## src/rtl/stage_mem_lsu.sv

```systemverilog
`timescale 1ns/1ps
// Memory pipeline stage: resolves jumps/branches, issues loads/stores, formats load data.
// Non-memory ops complete in the presenting cycle; memory ops wait on req/resp; wb_stall holds the stage and wb_* regs.
module stage_mem_lsu #(
    parameter int XLEN    = 32,
    parameter int ADDR_W  = 32,
    parameter int TIMEOUT = 16
) (
    input  logic                clk,
    input  logic                reset,
    input  logic                mem_valid,
    input  logic [XLEN-1:0]     mem_pc,
    input  logic [XLEN-1:0]     mem_data0,
    input  logic [XLEN-1:0]     mem_data1,
    input  logic                mem_read,
    input  logic                mem_write,
    input  logic                mem_extend,
    input  logic [1:0]          mem_width,
    input  logic                mem_jmp,
    input  logic                mem_br,
    input  logic                mem_br_inv,
    input  logic [4:0]          wb_reg,
    input  logic                wb_stall,
    output logic                req_valid,
    input  logic                req_ready,
    output logic [ADDR_W-1:0]   req_addr,
    output logic                req_write,
    output logic [XLEN-1:0]     req_wdata,
    output logic [XLEN/8-1:0]   req_be,
    input  logic                resp_valid,
    input  logic [XLEN-1:0]     resp_rdata,
    input  logic                resp_err,
    output logic                mem_wen,
    output logic                fe_enable,
    output logic                pc_wen,
    output logic [XLEN-1:0]     pc,
    output logic                mem_stall,
    output logic                wb_valid,
    output logic [XLEN-1:0]     wb_pc,
    output logic [4:0]          wb_reg_r,
    output logic [XLEN-1:0]     wb_data,
    output logic                wb_exc,
    output logic [1:0]          wb_cause
);
    localparam int NB   = XLEN / 8;
    localparam int OFFW = $clog2(NB);
    localparam int XW   = $clog2(XLEN);
    localparam int CW   = $clog2(TIMEOUT + 2);

    typedef enum logic [1:0] {IDLE, REQ, RESP, HOLD} state_t;

    state_t            state;
    logic [CW-1:0]     wait_cnt;
    logic [XLEN-1:0]   buf_data;
    logic [1:0]        buf_cause;

    logic              is_mem, misaligned, aligned_mem, timeout, complete;
    logic [OFFW-1:0]   off;
    logic [3:0]        size_b;
    logic [6:0]        size_bits;
    logic [NB-1:0]     be_base;
    logic [ADDR_W-1:0] addr_full;
    logic [XLEN-1:0]   shifted, lane_mask, ld_data, cmp_data;
    logic [XW-1:0]     sign_idx;
    logic [1:0]        cmp_cause;

    assign off         = mem_data0[OFFW-1:0];
    assign size_b      = 4'd1 << mem_width;
    assign size_bits   = 7'd8 << mem_width;
    assign is_mem      = mem_read | mem_write;
    assign misaligned  = ((XLEN == 32) && (mem_width == 2'd3)) ||
                         ((off & OFFW'(size_b - 4'd1)) != '0);
    assign aligned_mem = is_mem & ~misaligned;

    assign addr_full = mem_data0[ADDR_W-1:0];
    assign req_addr  = {addr_full[ADDR_W-1:OFFW], {OFFW{1'b0}}};
    assign req_write = mem_write;
    assign be_base   = ~({NB{1'b1}} << size_b);
    assign req_be    = be_base << off;

    always_comb begin
        case (mem_width)
            2'd0:    req_wdata = {NB{mem_data1[7:0]}};
            2'd1:    req_wdata = {(NB/2){mem_data1[15:0]}};
            2'd2:    req_wdata = {(NB/4){mem_data1[31:0]}};
            default: req_wdata = mem_data1;
        endcase
    end

    // Right-justify the addressed lane, then fill the upper bits with zero or the lane's sign.
    assign shifted   = resp_rdata >> {off, 3'b000};
    assign lane_mask = ~({XLEN{1'b1}} << size_bits);
    assign sign_idx  = XW'(size_bits - 7'd1);
    assign ld_data   = (shifted & lane_mask) |
                       ((mem_extend & shifted[sign_idx]) ? ~lane_mask : '0);

    assign req_valid = ((state == IDLE) & mem_valid & aligned_mem) | (state == REQ);
    assign timeout   = (TIMEOUT != 0) && (state == REQ) && !req_ready &&
                       (wait_cnt >= CW'(TIMEOUT - 1));

    always_comb begin
        complete  = 1'b0;
        cmp_cause = 2'd0;
        cmp_data  = mem_data0;
        case (state)
            IDLE: begin
                if (!aligned_mem) begin
                    complete = mem_valid & ~wb_stall;
                    if (is_mem) begin
                        cmp_cause = 2'd1;
                        cmp_data  = '0;
                    end
                end
            end
            REQ: begin
                if (timeout) begin
                    complete  = ~wb_stall;
                    cmp_cause = 2'd3;
                    cmp_data  = '0;
                end
            end
            RESP: begin
                if (resp_valid) begin
                    complete  = ~wb_stall;
                    cmp_cause = resp_err ? 2'd2 : 2'd0;
                    cmp_data  = resp_err ? '0 : (mem_read ? ld_data : mem_data0);
                end
            end
            default: begin
                complete  = ~wb_stall;
                cmp_cause = buf_cause;
                cmp_data  = buf_data;
            end
        endcase
    end

    assign mem_stall = mem_valid & ~complete;
    assign fe_enable = complete & (mem_jmp | mem_br);
    assign pc_wen    = complete & (mem_jmp | (mem_br & (mem_data0[0] ^ mem_br_inv)));
    assign pc        = mem_data1;
    assign mem_wen   = mem_valid & ~is_mem & (wb_reg != 5'd0);

    always_ff @(posedge clk or posedge reset) begin
        if (reset) begin
            state     <= IDLE;
            wait_cnt  <= '0;
            buf_data  <= '0;
            buf_cause <= 2'd0;
            wb_valid  <= 1'b0;
            wb_pc     <= '0;
            wb_reg_r  <= 5'd0;
            wb_data   <= '0;
            wb_exc    <= 1'b0;
            wb_cause  <= 2'd0;
        end else begin
            case (state)
                IDLE: begin
                    if (mem_valid & aligned_mem) begin
                        state    <= req_ready ? RESP : REQ;
                        wait_cnt <= (TIMEOUT != 0 && !req_ready) ? CW'(1) : '0;
                    end
                end
                REQ: begin
                    if (req_ready) begin
                        state    <= RESP;
                        wait_cnt <= '0;
                    end else if (timeout) begin
                        wait_cnt <= '0;
                        if (wb_stall) begin
                            state     <= HOLD;
                            buf_cause <= 2'd3;
                            buf_data  <= '0;
                        end else begin
                            state <= IDLE;
                        end
                    end else if (TIMEOUT != 0) begin
                        wait_cnt <= wait_cnt + 1'b1;
                    end
                end
                RESP: begin
                    if (resp_valid) begin
                        if (wb_stall) begin
                            state     <= HOLD;
                            buf_cause <= cmp_cause;
                            buf_data  <= cmp_data;
                        end else begin
                            state <= IDLE;
                        end
                    end
                end
                default: begin
                    if (!wb_stall) state <= IDLE;
                end
            endcase

            if (!wb_stall) begin
                wb_valid <= complete;
                if (complete) begin
                    wb_pc    <= mem_pc;
                    wb_reg_r <= (cmp_cause != 2'd0) ? 5'd0 : wb_reg;
                    wb_data  <= cmp_data;
                    wb_exc   <= (cmp_cause != 2'd0);
                    wb_cause <= cmp_cause;
                end
            end
        end
    end
endmodule

```

## config.mk

```make
export PLATFORM = sky130hd
export DESIGN_NAME = stage_mem_lsu
export DESIGN_NICKNAME = d
export VERILOG_FILES = /design/src/rtl/stage_mem_lsu.sv
export SDC_FILE = /design/constraint.sdc
export NUM_CORES = 1
export LEC_CHECK = 0
export ABC_CLOCK_PERIOD_IN_PS = 4900
export CAP_MARGIN = 20
export CORE_ASPECT_RATIO = 0.8
export CORE_MARGIN = 3
export CORE_UTILIZATION = 45
export CTS_CLUSTER_DIAMETER = 40
export DETAILED_ROUTE_END_ITERATION = 10
export DONT_BUFFER_PORTS = 1
export PLACE_DENSITY_LB_ADDON = 0.15
export RECOVER_POWER = 25
export SYNTH_ARGS = -nofsm -noshare
export SYNTH_HDL_FRONTEND = slang
export SYNTH_SLANG_ARGS = --single-unit
```

## constraint.sdc

```tcl
create_clock -name clk -period 4.9 [get_ports clk]
set_clock_uncertainty 0.1 [all_clocks]
set_input_delay 0.98 -clock clk [delete_from_list [all_inputs] [get_ports clk]]
set_output_delay 0.98 -clock clk [all_outputs]
set_load 0.01 [all_outputs]
```

==> flow_summary.yaml <==
outcome:
  outcome: "complete, but fails checks"
  violations: "capacitance limit, slew limit"
worst_setup_path:
  r2r-end: "wb_data[15]$_DFFE_PP0P_"
  required_ps: 3820
  cp_common_cell: "ha_1"
  max_stage_delay_ps: 480
  timing.rr.start: "wait_cnt[0]$_DFFE_PP0P_"
  endpoint_kind: "primary output"
  rrSetupSlack_ps: 1300
  timing.critical_path.cells: "ha_1 -> and3_1 -> ha_1 -> nor2_1 -> a211oi_1 -> a211oi_4 -> and2_1"
  critPathLaunchType: "register"
  worst-endpoint-arrival_ps: 2650
  critPathMaxFanout: 5
  slowest_stage: "a211oi_4"
  r2r.worst_path.cells: 8
  critPathKind: "reg2out"
synthesis:
  ys_top_cells_by_area: "dfrtp_1, buf_4, nand2_1"
  yosysMostFrequentCell: "nand2_1"
  syn_avg_cell_area_sq_um: 9.317
  synth_cells: 735
  synth-async-reset-ratio_pct: 100.0
  yosys_warnings: 0
  synth_top_area_share_pct: 41.66
  synth_top_area_cell: "dfrtp_1"
  syn_area_sq_mm: 0.006848
  synth.distinct_cells: 61
  ys_top_cells_by_count: "nand2_1, dfrtp_1, buf_4, mux2_2, nand3_1"
  synth-edff-count: 0
  ys_ff_latch: 114
  seq_area_frac_synth_pct: 41.66
  synth_ff_type: "dfrtp_1"
cells_and_area:
  drive_gt1_share_pct: 12.33
  multi_input_area_sq_mm: 0.003122
  fillers: 1381
  synthToLayoutAreaGrowth_pct: 0.5663
  nNetsFinal: 790
  seq_area_sq_mm: 0.002853
  stdcell_area_sq_mm: 0.006887
grt:
  grt_max_degree: 84
  antenna_found_initial: 4
  grt_pass1_vias: 5201
  grtUsageTotal_pct: 25.44
  overflow: 0
  grt_pass1_wl_um: 32490
job:
  cap_violations: 2
timing:
  tightest_slew_ps: 1775
  setup_tns_ps: 0
  rsz0062_at_grt: "no"
  maxSlewHeadroom_pct: -18.96
  hold_violations: 0
  max_freq_mhz: 268.4
  final-setup-viol-count: 0
  drv_slew: 72
  period_needed_ps: 3726
  period_share_pct: 76.03
floorplanning:
  die_w_um: 143.9
  start_util_pct: 46.93
  ios: 327
  die_area_sq_mm: 0.01674
  fp.dieH_um: 116.3
  core_area_sq_mm: 0.01459
  fp-row-count: 39
route:
  drt_pass1_iterations: 6
  wl_um: 21670
  vias: 5409
  ant_nets: 0
  drt_iter0_markers: 527
  drc: 0
  avgRoutedWirePerCell_um: 25.98
  viasPerCell: 6.486
pwr:
  p_leak_uw: 0.003012
  power_density_mw_per_mm2: 611.2
  power.internal_uw: 2568
  pwr-share-clk_pct: 28.0
  switchingPower_uw: 1641
  swShare_pct: 38.99
  comb_power_share_pct: 31.6
  peakVddDrop_mv: 0.3041
  p_seq_share_pct: 40.4
hold_path:
  hold_path_class: "reg2reg"
  hold_start: "buf_data[3]$_DFFE_PP0P_"
  whs_path_depth: 1
  hold_path_end: "buf_data[3]$_DFFE_PP0P_"
clock_network:
  numCtsBuffers: 17
  cts_max_level: 4
  insertion_delay_ps: 400
  cts_hold_buf: 0
  cts_resized: 0
  cts_setup_buffers: 0
  clock_sinks: 114
  tritoncts: "done"
  clockRootBuffer: "clkbuf_16"
  path_clk_slew_ps: 60
  ctsLongestPathBuffers: 2
placed_design:
  portBuffers: 0
  detailed_place_hpwl_um: 15740
  placed_area_sq_mm: 0.006301
  routabilityCongestion: 0.8740
## sequential cells by signal, summed over array words and instances, names as in the netlist
name,count
wb_valid,1
buf_cause,2
wb_reg_r,5
wb_exc,1
wait_cnt,5
state,2
wb_cause,2
buf_data,32
wb_pc,32
wb_data,32
## through the flow
| step | utilization (%) | hold slack, ps | instances | total power, uW | worst slack [ps] |
|---|---|---|---|---|---|
| floorplan | - | 355.8 | 736 | 2776 | 804.3 |
| global placement | 43.19 | 366.7 | 800 | 2996 | 1166 |
| detailed placement | 43.19 | 372.8 | 800 | 3044 | 1089 |
| CTS | 47.08 | 384.2 | 832 | 4231 | 1145 |
| global route | 47.20 | 405.2 | 834 | 4484 | 925.7 |
| finish | 47.20 | 381.9 | 834 | 4209 | 1175 |
## cell type report
type	count	share of cell area, %
antenna	1	0.03634
tap	184	3.343
multi-input combinational	483	45.33
clock buffer	23	7.086
sequential	114	41.42
clock inverter	9	1.163
inverter	13	0.7267
timing repair buffer	7	0.8903
## cells in the final DEF, fill, tap and decap left out, types with 3 or more instances in the layout
cell / instances
o21ai_0: 26
a21oi_1: 24
and2_1: 9
nor3_1: 3
a22oi_1: 7
buf_4: 5
a221o_1: 7
a32o_1: 7
clkbuf_1: 3
a22o_1: 12
clkinvlp_4: 4
and3_1: 3
dfrtp_1: 114
clkbuf_16: 17
clkbuf_8: 4
nand3_1: 27
a211oi_1: 8
a31oi_1: 4
nor2b_1: 7
ha_1: 6
o211ai_1: 25
mux2_2: 30
inv_1: 12
a21o_1: 4
o2bb2ai_1: 24
a221oi_1: 16
o22ai_1: 3
clkinv_2: 4
nor2_1: 20
mux2i_1: 18
nand2_1: 143
nand2b_1: 12
## critical path, delay by kind of cell (launching register included)
family	cells	cell delay [ps]
simple gates	3	700
compound gates	2	680
flops	1	430
fa+ha+maj	2	430
## power groups by stage
stage / Sequential (uW) / Clock, uW / Combinational, uW
floorplan: 1610 / 0 / 1170
global placement: 1710 / 0 / 1290
detailed placement: 1710 / 0 / 1330
CTS: 1700 / 1190 / 1330
global route: 1750 / 1250 / 1490
finish: 1700 / 1180 / 1330
## worst max-delay path by stage
stage | start | to | cells after the start
final | wait_cnt[0]$_DFFE_PP0P_ | mem_stall | 7
after global routing | wait_cnt[0]$_DFFE_PP0P_ | wb_data[15]$_DFFE_PP0P_ | 8
after CTS | wait_cnt[0]$_DFFE_PP0P_ | mem_stall | 7
after detailed placement | mem_data0[0] | wb_data[15]$_DFFE_PP0P_ | 5
after global placement | req_ready | wb_data[16]$_DFFE_PP0P_ | 5
after floorplan | reset | buf_cause[0]$_DFFE_PP0P_ | 1
## per-layer routing
metal | track usage (%) | part of all wire, % | up-vias
li1 | - | - | 2363
met1 | 34.22 | 42 | 2712
met2 | 39.06 | 46 | 296
met3 | 9.701 | 11 | 34
met4 | 6.211 | 1.6 | 4
met5 | 0 | 0.097 | -
## logic make-up (layout without fill, tap and decap cells)
kind of cell               Yosys count  count (layout)  share of synthesized area (%)
muxes                               49              49                          7.893
xor gates and xnor gates             2               2                         0.2558
buffers and inverters              139              52                          12.94
AOI/OAI and AO/OA                  185             185                          20.21
and+or+nand+nor                    239             239                          15.90
adders and majority gates            6               6                          1.096
DFF                                114             114                          41.66
other                                1               3                        0.05476
No activity file was read; power rests on OpenSTA's default activity.
